$ cat config.mk
export PLATFORM = sky130hd
export DESIGN_NAME = logic_gates_seq
export DESIGN_NICKNAME = d
export VERILOG_FILES = /design/src/rtl/logic_gates_seq.sv
export SDC_FILE = /design/constraint.sdc
export NUM_CORES = 1
export LEC_CHECK = 0
export CAP_MARGIN = 20
export CORE_MARGIN = 2
export CORE_UTILIZATION = 54
export DETAILED_ROUTE_END_ITERATION = 16
export GPL_ROUTABILITY_DRIVEN = 0
export PLACE_DENSITY = 0.87
export REMOVE_ABC_BUFFERS = 1
export SETUP_SLACK_MARGIN = 0.15
export SYNTH_ARGS = -nofsm -noshare
export SYNTH_HDL_FRONTEND = slang
export SYNTH_SLANG_ARGS = --single-unit
$ cat constraint.sdc
create_clock -name iClk -period 6.7 [get_ports iClk]
set_input_delay 1.34 -clock iClk [delete_from_list [all_inputs] [get_ports iClk]]
set_output_delay 1.34 -clock iClk [all_outputs]
set_load 0.01 [all_outputs]
$ cat src/rtl/logic_gates_seq.sv
// -----------------------------------------------------------------------------
// logic_gates_seq
//   Registered, parametrised bitwise-gate stage. An operand beat (A, B, opcode)
//   is accepted through a valid/ready handshake. One of eight bitwise
//   operations is applied, and the result is held in a one-entry output
//   register until the consumer takes it. The last result can be fed back as
//   operand A (chaining). Zero and parity flags are registered alongside the
//   result, and a free-running counter tallies accepted beats.
//
// Parameters
//   WIDTH   operand/result width in bits (1..32)
//   CNT_W   width of the accepted-beat counter
//
// Ports
//   iClk     in   1      clock, rising edge
//   iRst     in   1      synchronous reset, active-high
//   iValid   in   1      operand beat valid
//   oReady   out  1      beat can be accepted this cycle
//   iA       in   WIDTH  operand A
//   iB       in   WIDTH  operand B
//   iOp      in   3      operation select
//   iChain   in   1      use last result in place of iA
//   oValid   out  1      output register holds an unconsumed result
//   iReady   in   1      consumer takes the result this cycle
//   oResult  out  WIDTH  registered result
//   oZero    out  1      registered flag: oResult == 0
//   oParity  out  1      registered flag: XOR-reduction of oResult
//   oCount   out  CNT_W  accepted beats since reset, modulo 2^CNT_W
// -----------------------------------------------------------------------------
`timescale 1ns/1ps

module logic_gates_seq #(
  parameter int WIDTH = 8,
  parameter int CNT_W = 8
) (
  input  logic             iClk,
  input  logic             iRst,
  input  logic             iValid,
  output logic             oReady,
  input  logic [WIDTH-1:0] iA,
  input  logic [WIDTH-1:0] iB,
  input  logic [2:0]       iOp,
  input  logic             iChain,
  output logic             oValid,
  input  logic             iReady,
  output logic [WIDTH-1:0] oResult,
  output logic             oZero,
  output logic             oParity,
  output logic [CNT_W-1:0] oCount
);

  typedef enum logic [2:0] {
    OP_AND  = 3'd0,
    OP_OR   = 3'd1,
    OP_NOTA = 3'd2,
    OP_NAND = 3'd3,
    OP_NOR  = 3'd4,
    OP_XOR  = 3'd5,
    OP_XNOR = 3'd6,
    OP_PASSB = 3'd7
  } op_t;

  // The output register is either holding an unconsumed result or not.
  typedef enum logic {
    EMPTY = 1'b0,
    FULL  = 1'b1
  } state_t;

  state_t           r_state;
  logic [WIDTH-1:0] r_result;
  logic             r_zero;
  logic             r_parity;
  logic [CNT_W-1:0] r_count;

  logic             w_ready;
  logic             w_accept;
  logic             w_consume;
  logic [WIDTH-1:0] w_a;
  logic [WIDTH-1:0] w_op_res;

  // Ready only looks at the output register, never at iValid, so the
  // upstream source cannot form a combinational loop through this stage.
  // Taking a new beat while the consumer drains the old one gives one beat
  // per cycle.
  assign w_ready   = (r_state == EMPTY) || iReady;
  assign w_accept  = iValid && w_ready;
  assign w_consume = (r_state == FULL) && iReady;

  // Chaining reads the retained result. That value survives consumption and
  // is zero after reset.
  assign w_a = iChain ? r_result : iA;

  // NOTE: every combinational output gets a default before the case, so no
  // path through the block leaves it unassigned and no latch is inferred.
  always_comb begin
    w_op_res = '0;
    unique case (op_t'(iOp))
      OP_AND:   w_op_res = w_a & iB;
      OP_OR:    w_op_res = w_a | iB;
      OP_NOTA:  w_op_res = ~w_a;
      OP_NAND:  w_op_res = ~(w_a & iB);
      OP_NOR:   w_op_res = ~(w_a | iB);
      OP_XOR:   w_op_res = w_a ^ iB;
      OP_XNOR:  w_op_res = ~(w_a ^ iB);
      OP_PASSB: w_op_res = iB;
      default:  w_op_res = '0;
    endcase
  end

  // NOTE: state is updated with non-blocking assignments, so every register
  // here samples pre-edge values regardless of statement order.
  always_ff @(posedge iClk) begin
    if (iRst) begin
      // Reset outranks a same-cycle accept or consume.
      r_state  <= EMPTY;
      r_result <= '0;
      r_zero   <= 1'b1;
      r_parity <= 1'b0;
      r_count  <= '0;
    end else begin
      if (w_accept) begin
        // Covers both EMPTY->FULL and a FULL->FULL drain-and-refill.
        r_state  <= FULL;
        r_result <= w_op_res;
        r_zero   <= (w_op_res == '0);
        r_parity <= ^w_op_res;
        r_count  <= r_count + CNT_W'(1);
      end else if (w_consume) begin
        // Data and flags are kept so a later chain beat can still use them.
        r_state <= EMPTY;
      end
    end
  end

  assign oReady  = w_ready;
  assign oValid  = (r_state == FULL);
  assign oResult = r_result;
  assign oZero   = r_zero;
  assign oParity = r_parity;
  assign oCount  = r_count;

endmodule
# Yosys cells after proc, flatten, opt, wreduce, memory -nomap -nowiden
# Index checks and enable logic that the tools add are counted.
dict set report op_classes {
  add_sub_neg 1
  multipliers 0
  div_mod_pow 0
  magnitude_cmp 0
  n_eq_ne 7
  n_shift 0
  mux 4
  bitwise_logic 8
  n_reduce_logical 7
}
# operator n
set ops {}
lappend ops {{$pmux W8 S8} 1}
lappend ops {{$not A8 Y8} 4}
lappend ops {{$eq A3 B3 Y1 const B} 4}
lappend ops {{$add A8 B1 Y8 const B} 1}
lappend ops {{$and A8 B8 Y8} 1}
lappend ops {{$logic_not A8 Y1} 1}
lappend ops {{$mux W8} 1}
lappend ops {{$or A8 B8 Y8} 1}
lappend ops {{$reduce_xor A8 Y1} 1}
lappend ops {{$xor A8 B8 Y8} 1}
lappend ops {{$eq A3 B2 Y1 const B} 2}
lappend ops {{$eq A3 B1 Y1 const B} 1}
lappend ops {{$logic_not A3 Y1} 1}
lappend ops {{$logic_and A1 B1 Y1} 2}
lappend ops {{$mux W1} 2}
lappend ops {{$reduce_bool A2 Y1} 1}
lappend ops {{$logic_or A1 B1 Y1} 1}
lappend ops {{$not A1 Y1} 1}
dict set report totals {
  reg_bits 19
  latchBits 0
  ram_bits 0
  rom_bits 0
  output_inout_bits 20
  wordCells 32
  n_memories 0
}

# Longest topological paths before layout
# Gate-level depths: netlist of run 1.
dict set report logic_depth {
  depth_word 5
  ltp_mapped 12
}

# Least setup slack after synthesis of run 1
# Ideal clock, no wire load.
dict set report synth_path {
  path_type {input-to-reg}
  start {input iChain}
  end {register r_parity (netlist: oParity)}
  setup_time_ps 86
  arrival_time_ps 3441
  required_ps 6614
  slack_ps 3174
  cell_stages 11
  path_cell_list {buf_2 mux2i_1 ha_1 mux2i_1 a311o_1 o211ai_1 o31ai_1 ha_1 xnor2_1 xnor2_1 a211oi_1}
}
dict set report synth_between {
  elab_chain_len 5
  elab_cells_between_ends 10
}
# element line_no
set synth_rtl {}
lappend synth_rtl {{start, declared} 43} ;# input logic iChain,
lappend synth_rtl {{$mux W8 *} 91} ;# assign w_a = iChain ? r_result : iA;
lappend synth_rtl {{$xor A8 B8 Y8, or another cell as far along} {103, 104}}
lappend synth_rtl {{$not A8 Y8, on equally long branches} {104, 101, 102}}
lappend synth_rtl {{$pmux W8 S8 *} 97} ;# unique case (op_t'(iOp))
lappend synth_rtl {{$reduce_xor A8 Y1 *} 126} ;# r_parity <= ^w_op_res;
lappend synth_rtl {{end signal, assigned} 126}
lappend synth_rtl {{end, declared} 72} ;# logic r_parity;
# Every way passes the cells marked *; elsewhere a longest branch is shown, timed or not.
# A chain may end at the register's enable or synchronous reset.

# Worst setup path in the final report of run 1
# Same ends and word-level chain as after synthesis.

==> metrics.cfg, run 1 <==
[drt]
drtIter0Drc = 106
vias_per_cell = 5.67
wire_per_inst_um = 13.5
drc = 0
ant_nets = 0
dr.pass1.iters = 4
postRouteWirelength_mm = 4.12
via_count = 1725

[clock_network]
cts.path.max_buffers = 2
root_buffer = clkbuf_4
cts.clk_slew.worst_paths_ps = 110
cts_inserted_buffers = 3
clock_latency_ps = 290
hold_buffers = 0
h-tree-depth = 1
cts_tree = done
cts_sinks = 19
post_cts_resized = 0
cts_setup_buffers = 0

[synthesis]
syn-mean-instance-area_um2 = 8.06
synth_area_um2 = 1830
syn-instance-count = 227
synth.area.top_cells = dfxtp_1 21%, ha_1 14%, nand2b_1 4.8%
synth_top_area_share_pct = 20.8
synth_edf_count = 0
ys.flop_type = dfxtp_1
ys_seq_elements = 19
yosys_warnings = 0
ys_seq_area_share_pct = 20.8
ys_top_cells_by_count = 21 x ha_1, 21 x inv_1, 19 x dfxtp_1
synth_top_cell_by_area = dfxtp_1
synthArstFlopShare_pct = 0
synth_cell_types = 46

[global_route]
grt-ovfl-total = 0
grt_usage_pct = 22.3
grt_pass1_vias = 1681
grt_first_pass_wirelength_mm = 7.29
antenna_found_initial = 0
grt_max_degree = 29

[place]
dp_hpwl_mm = 3.15
place_ws_ps = 2340
dp.cells = 300
portBuffers = 43

[run]
max_cap_viol_count = 0

[sta]
worst_pin_slew_ps = 904
holdWs_ps = 494
max_freq_mhz = 246
fin_crit_sh_pct = 60.7
setup_violations = 0
skew_ps = 4.47
slew_headroom_pct = 39.5
finalSetupTns_ps = 0
hold_viol_final = 0
rsz0062_at_grt = no
setup_slack_ps = 2630
drv_slew = 0
post-route-min-period_ps = 4070

[critical_path]
start_kind = primary input
cp-end-kind = register
crit_required_ps = 6910
reg2reg_from = oResult[2]
arrival_ps = 4280
path_class = in -> reg
r2r_end = oParity
reg2reg_depth = 10
r2r_setup_slack_ps = 4200
cp_max_fo = 8

[layout]
finish.net_count = 304
drive_above_1_share_pct = 5.81
final_cells = 304
syn2layout_area_growth_pct = 23.7
diodes = 0

[die]
row_count = 21
die_y_um = 62.2
core_area_um2 = 3280
dieArea_um2 = 3870
ios = 44
initial_core_util_pct = 55.7
dieWidth_um = 62.2

[power_and_ir_drop]
powerDensity_nw_per_um2 = 145
power_leakage_nw = 0.929
peakVddDrop_mv = 0.0751

[hold_path]
hold_end = oCount[7]
hold_path_class = reg -> reg
min-delay-start = oCount[7]
hold_depth = 2

[outcome]
outcome = finished clean

==> power breakdown <==
| part | internal [W] | total (W) | switching [W] |
|---|---|---|---|
| Clock | 0.0000231 | 0.0000575 | 0.0000343 |
| Sequential | 0.000121 | 0.000127 | 0.00000629 |
| Combinational | 0.0000740 | 0.000143 | 0.0000687 |
| Total | 0.000218 | 0.000328 | 0.000109 |
==> per-stage QoR <==
| step | util (%) | instance area, um^2 | total power (W) |
|---|---|---|---|
| after floorplan | - | 1740 | 0.000215 |
| after global placement | 68.2 | 2240 | 0.000268 |
| after detailed placement | 68.2 | 2240 | 0.000272 |
| after CTS | 69.0 | 2260 | 0.000330 |
| after global routing | 69.0 | 2260 | 0.000352 |
| final | 69.0 | 2260 | 0.000328 |
==> cell type report <==
type                    instances  area, um^2
multi-input cells             170        1280
inverters                      21        78.8
clock buffers                   4        26.3
flip-flops and latches         19         380
fillers                       299        1020
repair buffers                 44         438
well taps                      46        57.6
==> how the worst max path moves through the flow <==
stage	from	to	slack (ps)	depth (start not counted)
2_1_floorplan	iChain	oParity	3390	10
5_1_grt	iChain	oParity	2440	11
3_3_place_gp	iOp[1]	oParity	2410	9
3_5_place_dp	iChain	oParity	2340	11
6_report	iChain	oParity	2630	11
4_1_cts	iChain	oParity	2650	11
==> routing by layer <==
layer | global-route usage, % | part of all wire [%]
met2 | 40.1 | 49
met5 | 0 | 0
met4 | 7.22 | 0.56
met1 | 27.4 | 45
met3 | 3.08 | 5.0
==> logic make-up after synthesis <==
| logic type | after synthesis | synth area share [%] |
|---|---|---|
| multiplexers | 15 | 8.68 |
| AO/OA/AOI/OAI | 50 | 19.5 |
| XOR/XNOR | 9 | 4.31 |
| flip-flops | 19 | 20.8 |
| adder cells (fa/ha/maj) | 21 | 14.4 |
| buffers and inverters | 38 | 9.09 |
| AND/OR/NAND/NOR | 75 | 23.2 |
==> worst max-delay path, cell delays in order <==
cell	delay, ps
clkdlybuf4s50_1	760
mux2_2	430
ha_1	200
mux2_2	270
o21ai_0	200
nand2_1	120
and2_1	160
ha_1	280
xnor2_1	200
xnor2_1	90
a211oi_1	220
==> layout by cell type, fill, tap and decap left out, drive strengths merged, types with 2 or more instances in the layout <==
cell type / Yosys / final
a211oi: 2 / 2
a21oi: 12 / 12
a22o: 2 / 2
a311oi: 3 / 3
a31oi: 2 / 2
a32oi: 4 / 4
and2: 5 / 5
clkbuf: 3 / 4
clkdlybuf4s50: 0 / 43
dfxtp: 19 / 19
ha: 21 / 21
inv: 21 / 21
mux2: 7 / 7
mux2i: 8 / 8
nand2: 6 / 6
nand2b: 14 / 14
nand3: 2 / 2
nand4: 5 / 5
nor2: 18 / 18
nor2b: 9 / 9
nor3: 4 / 4
o211ai: 3 / 3
o21ai: 8 / 8
o22ai: 2 / 2
o311ai: 4 / 4
o31ai: 3 / 3
or3b: 5 / 5
xnor2: 4 / 4
xor2: 5 / 5
==> registers in the layout, indices dropped and copies added, names as in the netlist <==
name,flops
oResult,8
oCount,8
oZero,1
oParity,1
oValid,1
Power figures use the tool's default switching activity.
==> run 2: changes to the inputs <==
Settings changed: CORE_UTILIZATION 54 to 45, PLACE_DENSITY 0.87 to 0.77.
Clock period 6.7 ns to 3.56 ns, I/O delays scaled along.
==> run 2 against run 1 <==
Utilization decreased by 8.7 points. Largest cell class unchanged. Clock skew decreased by 0.67 ps. Via count increased by 0.99%. Final cell count rose by 3.0%. Sequential power is 89% higher. Clock power grew to 2.6 times the previous value. Die area grew 19%. Critical endpoint unchanged. Sequential share of layout area decreased by 0.90 points. Count of clock-buffer cells in the layout down 1. Global-route usage fell by 3.2 points.
==> metrics.cfg, run 2 (synthesized netlist as in run 1, its figures left out) <==
[sta]
post-route-min-period_ps = 3020
slew_headroom_pct = 62.8
rsz0062_at_grt = no
worst_pin_slew_ps = 559
setup_violations = 0
drv_slew = 0
skew_ps = 3.79
hold_viol_final = 0
finalSetupTns_ps = 0
max_freq_mhz = 331
fin_crit_sh_pct = 85.0

[layout]
syn2layout_area_growth_pct = 30.8
final_util_pct = 60.3
drive_above_1_share_pct = 9.89
finish.net_count = 309
final_common_cell = clkdlybuf4s50_1
diodes = 0
final_cells = 313
final_cell_mix = 42 x clkdlybuf4s50_1, 21 x inv_1, 21 x ha_1

[hold_path]
hold_end = oCount[7]
hold_path_class = reg -> reg
hold_depth = 2
min-delay-start = oCount[7]

[clock_network]
cts_tree = done
clock_latency_ps = 260
hold_buffers = 0
root_buffer = clkbuf_8
cts.clk_slew.worst_paths_ps = 70
h-tree-depth = 1
cts_sinks = 19
cts.path.max_buffers = 2
cts_inserted_buffers = 3

[critical_path]
arrival_ps = 3190
crit_slowest_cell = clkdlybuf4s50_1
cp-end-kind = register
cp_max_fo = 3
crit_top_cell = ha_1
reg2reg_from = oResult[2]
r2r_end = oParity
crit_chain = clkdlybuf4s50_1 -> mux2i_2 -> ha_1 -> mux2i_1 -> a311o_1 -> o211ai_1 -> o31ai_1 -> ha_1 -> xnor2_2 -> xnor2_1 -> a211oi_1
start_kind = primary input
critPathBufInv = 1
crit_family = compound AO/OA/AOI/OAI gates
path_class = in -> reg
cpPeakStageDelay_ps = 420
r2r_setup_slack_ps = 1080
reg2reg_depth = 10
crit_start = iA[2]
crit_required_ps = 3720

[power_and_ir_drop]
powerDensity_nw_per_um2 = 285
peakVddDrop_mv = 0.130
power.total_w = 0.000683
power_leakage_nw = 0.993

[outcome]
outcome = finished clean

[die]
dieWidth_um = 67.8
die_y_um = 67.8
dieArea_um2 = 4590
initial_core_util_pct = 46.1
core_area_um2 = 3970
ios = 44
row_count = 23

[global_route]
grt-ovfl-total = 0
grt_pass1_vias = 1632
grt_max_degree = 43
grt_first_pass_wirelength_mm = 6.98
grt_usage_pct = 19.1
antenna_found_initial = 0

[drt]
vias_per_cell = 5.57
drtIter0Drc = 71
drc = 0
via_count = 1742
dr.pass1.iters = 4
ant_nets = 0
wire_per_inst_um = 13.0
postRouteWirelength_mm = 4.07

[run]
max_cap_viol_count = 0

[place]
dp.cells = 309
portBuffers = 43
dp_hpwl_mm = 3.16

run 2: per-stage QoR:
stage	worst slack (ps)	instance area, um^2	hold slack [ps]
floorplan	877	1740	496
global placement	81.2	2310	464
CTS	259	2350	494
finish	535	2390	488
global route	337	2390	522
detailed placement	-10.1	2310	482
run 2: worst max-delay path by stage:
stage / endpoint / slack [ps] / cells after the start
2_1_floorplan: oParity / 880 / 10
3_3_place_gp: oParity / 80 / 12
3_5_place_dp: oParity / -10 / 12
4_1_cts: oParity / 260 / 12
5_1_grt: oParity / 340 / 11
6_report: oParity / 540 / 11
run 2: routing by layer:
metal	wire length (um)	part of all wire, %	GRT usage [%]
met5	0	0	0
met4	48	1.2	5.50
met3	281	6.9	2.00
met2	1910	47	33.3
met1	1840	45	24.8
run 2: timing repair:
| action | in CTS | in global routing |
|---|---|---|
| buffers inserted | 0 | 0 |
| endpoints found under the setup margin | 0 | 1 |
| gates resized for setup | 0 | 7 |
run 2: worst min-delay path: stages, from the launching register on:
cell and delay [ps]:
dfxtp_1 310, o21ai_0 70, a21oi_1 60
run 2: report_power, final:
group | switching [W] | total [W] | internal [W] | leakage (nW)
logic | 0.000134 | 0.000292 | 0.000158 | 0.811
registers | 0.0000124 | 0.000240 | 0.000228 | 0.156
clock network | 0.0000724 | 0.000150 | 0.0000778 | 0.0255
run 2: layout make-up:
type                            count  area [um^2]
Clock buffer                        3         41.3
Clock inverter                      1         5.00
Fill cell                         353         1580
Inverter                           21         78.8
Multi-Input combinational cell    170         1320
Sequential cell                    19          380
Tap cell                           50         62.6
Timing Repair Buffer               49          503
==> run 3: changes to the inputs <==
Clock period 3.56 ns to 2.6 ns, I/O delays scaled along.
==> run 3 against run 2 <==
The run now ends with setup timing left. Global-route usage rose by 7.3 points. Non-clock buffer count rose by 70. Sequential cell count did not move. Largest cell class unchanged. Highest routed layer unchanged.
==> metrics.cfg, run 3 (synthesized netlist as in run 1, its figures left out) <==
[power_and_ir_drop]
power_leakage_nw = 1.45
powerDensity_nw_per_um2 = 371
peakVddDrop_mv = 0.173

[outcome]
violations = setup timing
outcome = complete, but fails checks

[clock_network]
root_buffer = clkbuf_8
cts_tree = done
cts_inserted_buffers = 3
hold_buffers = 0
h-tree-depth = 1
clock_latency_ps = 260
cts.path.max_buffers = 2
cts_sinks = 19
cts.clk_slew.worst_paths_ps = 70

[critical_path]
start_kind = primary input
crit_required_ps = 2780
crit_chain = buf_8 -> buf_12 -> mux2_4 -> inv_2 -> ha_4 -> mux2i_1 -> a311oi_1 -> o22ai_1 -> o31ai_2 -> ha_1 -> xnor2_2 -> xnor2_1 -> a211oi_1
cp_max_fo = 8
crit_family = compound AO/OA/AOI/OAI gates
crit_slowest_cell = ha_1
path_class = in -> reg
critPathBufInv = 3
cp-end-kind = register
arrival_ps = 2790
cpPeakStageDelay_ps = 330

[place]
portBuffers = 43
placed_cell_area_um2 = 2640
dp_hpwl_mm = 3.70

[layout]
diodes = 0
finish.net_count = 379
syn2layout_area_growth_pct = 77.4
final_area_um2 = 3250
final_cell_mix = 60 x buf_4, 24 x clkdlybuf4s50_1, 19 x dfxtp_1
final_common_cell = buf_4
drive_above_1_share_pct = 40.2

[drt]
wire_per_inst_um = 17.9
via_count = 2191
postRouteWirelength_mm = 6.85
drc = 0
vias_per_cell = 5.72
dr.pass1.iters = 4
drtIter0Drc = 139
ant_nets = 0

[die]
die_y_um = 67.8
dieArea_um2 = 4590
core_area_um2 = 3970
initial_core_util_pct = 46.1
ios = 44
dieWidth_um = 67.8
row_count = 23

[sta]
rsz0062_at_grt = yes
fin_crit_sh_pct = 100
worst_pin_slew_ps = 399
skew_ps = 7.46
drv_slew = 0
holdWs_ps = 494
setup_slack_ps = -6.50
hold_viol_final = 0
post-route-min-period_ps = 2610
max_freq_mhz = 384
slew_headroom_pct = 73.4
setup_violations = 1

[global_route]
grt_max_degree = 14
grt-ovfl-total = 0
grt_usage_pct = 26.5
antenna_found_initial = 0
grt_first_pass_wirelength_mm = 9.25
grt_pass1_vias = 2000

[run]
max_cap_viol_count = 0

[hold_path]
hold_path_class = reg -> reg

run 3: cell count changes in the layout (fill, tap and decap cells not counted), moves of 11 or more:
cell             change
buf_4               +56
clkdlybuf4s50_1     -18
dlygate4sd2_1       +14
buf_6               +13
ha_1                -12
ha_4                +11
run 3: power by group:
group | total [W] | switching [W] | internal, W | leakage (nW)
Sequential | 0.000332 | 0.0000201 | 0.000312 | 0.156
Combinational | 0.000666 | 0.000283 | 0.000382 | 1.27
Clock | 0.000206 | 0.0000995 | 0.000107 | 0.0255
run 3: worst paths after layout:
path | startpoint | end | slack (ps) | cells after the start
worst min register to register | oCount[1] | oCount[1] | 490 | 2
worst max-delay path | iChain | oParity | -6 | 13
worst max register to register | oResult[4] | oParity | 210 | 11
worst min-delay path | oCount[1] | oCount[1] | 490 | 2
run 3: layout make-up:
type	instances	area [um^2]
Fill cell	228	724
Clock inverter	1	5.00
Multi-Input combinational cell	170	1580
Timing Repair Buffer	119	1100
Tap cell	50	62.6
Sequential cell	19	380
Inverter	21	78.8
Clock buffer	3	41.3
run 3: worst reg2reg max path, delay by kind of cell (launching register included):
family	cells	cell delay, ps
AO/OA/AOI/OAI	4	650
XOR/XNOR	2	280
adder cells (fa/ha/maj)	2	460
buffers and inverters	1	80
flip-flops	1	330
multiplexers	2	510
run 3: layer usage:
metal  share of wire, %  track usage, %  vias to the layer above
met2                 49            45.1                      114
met4                3.0            10.0                        0
met3                7.8            2.67                       21
met5                  0               0                        -
met1                 40            34.2                     1037
li1                   -               -                     1019
run 3: repair_timing:
item | in CTS | in global routing
endpoints found under the hold margin | 0 | 0
pin swaps | 29 | 20
endpoints found under the setup margin | 2 | 5
setup buffers | 23 | 2
resized for setup | 53 | 41
cloned | 1 | 0
run 3: through the flow:
step                instances  power, W  util [%]  TNS (ps)  setup slack (ps)
global placement          353  0.000772      66.4     -1010              -651
finish                    383   0.00120      81.8     -6.50             -6.50
global route              383   0.00126      81.8      -150              -150
floorplan                 210  0.000554         -         0               109
CTS                       381   0.00110      76.6         0               110
detailed placement        353  0.000784      66.4     -1290              -699
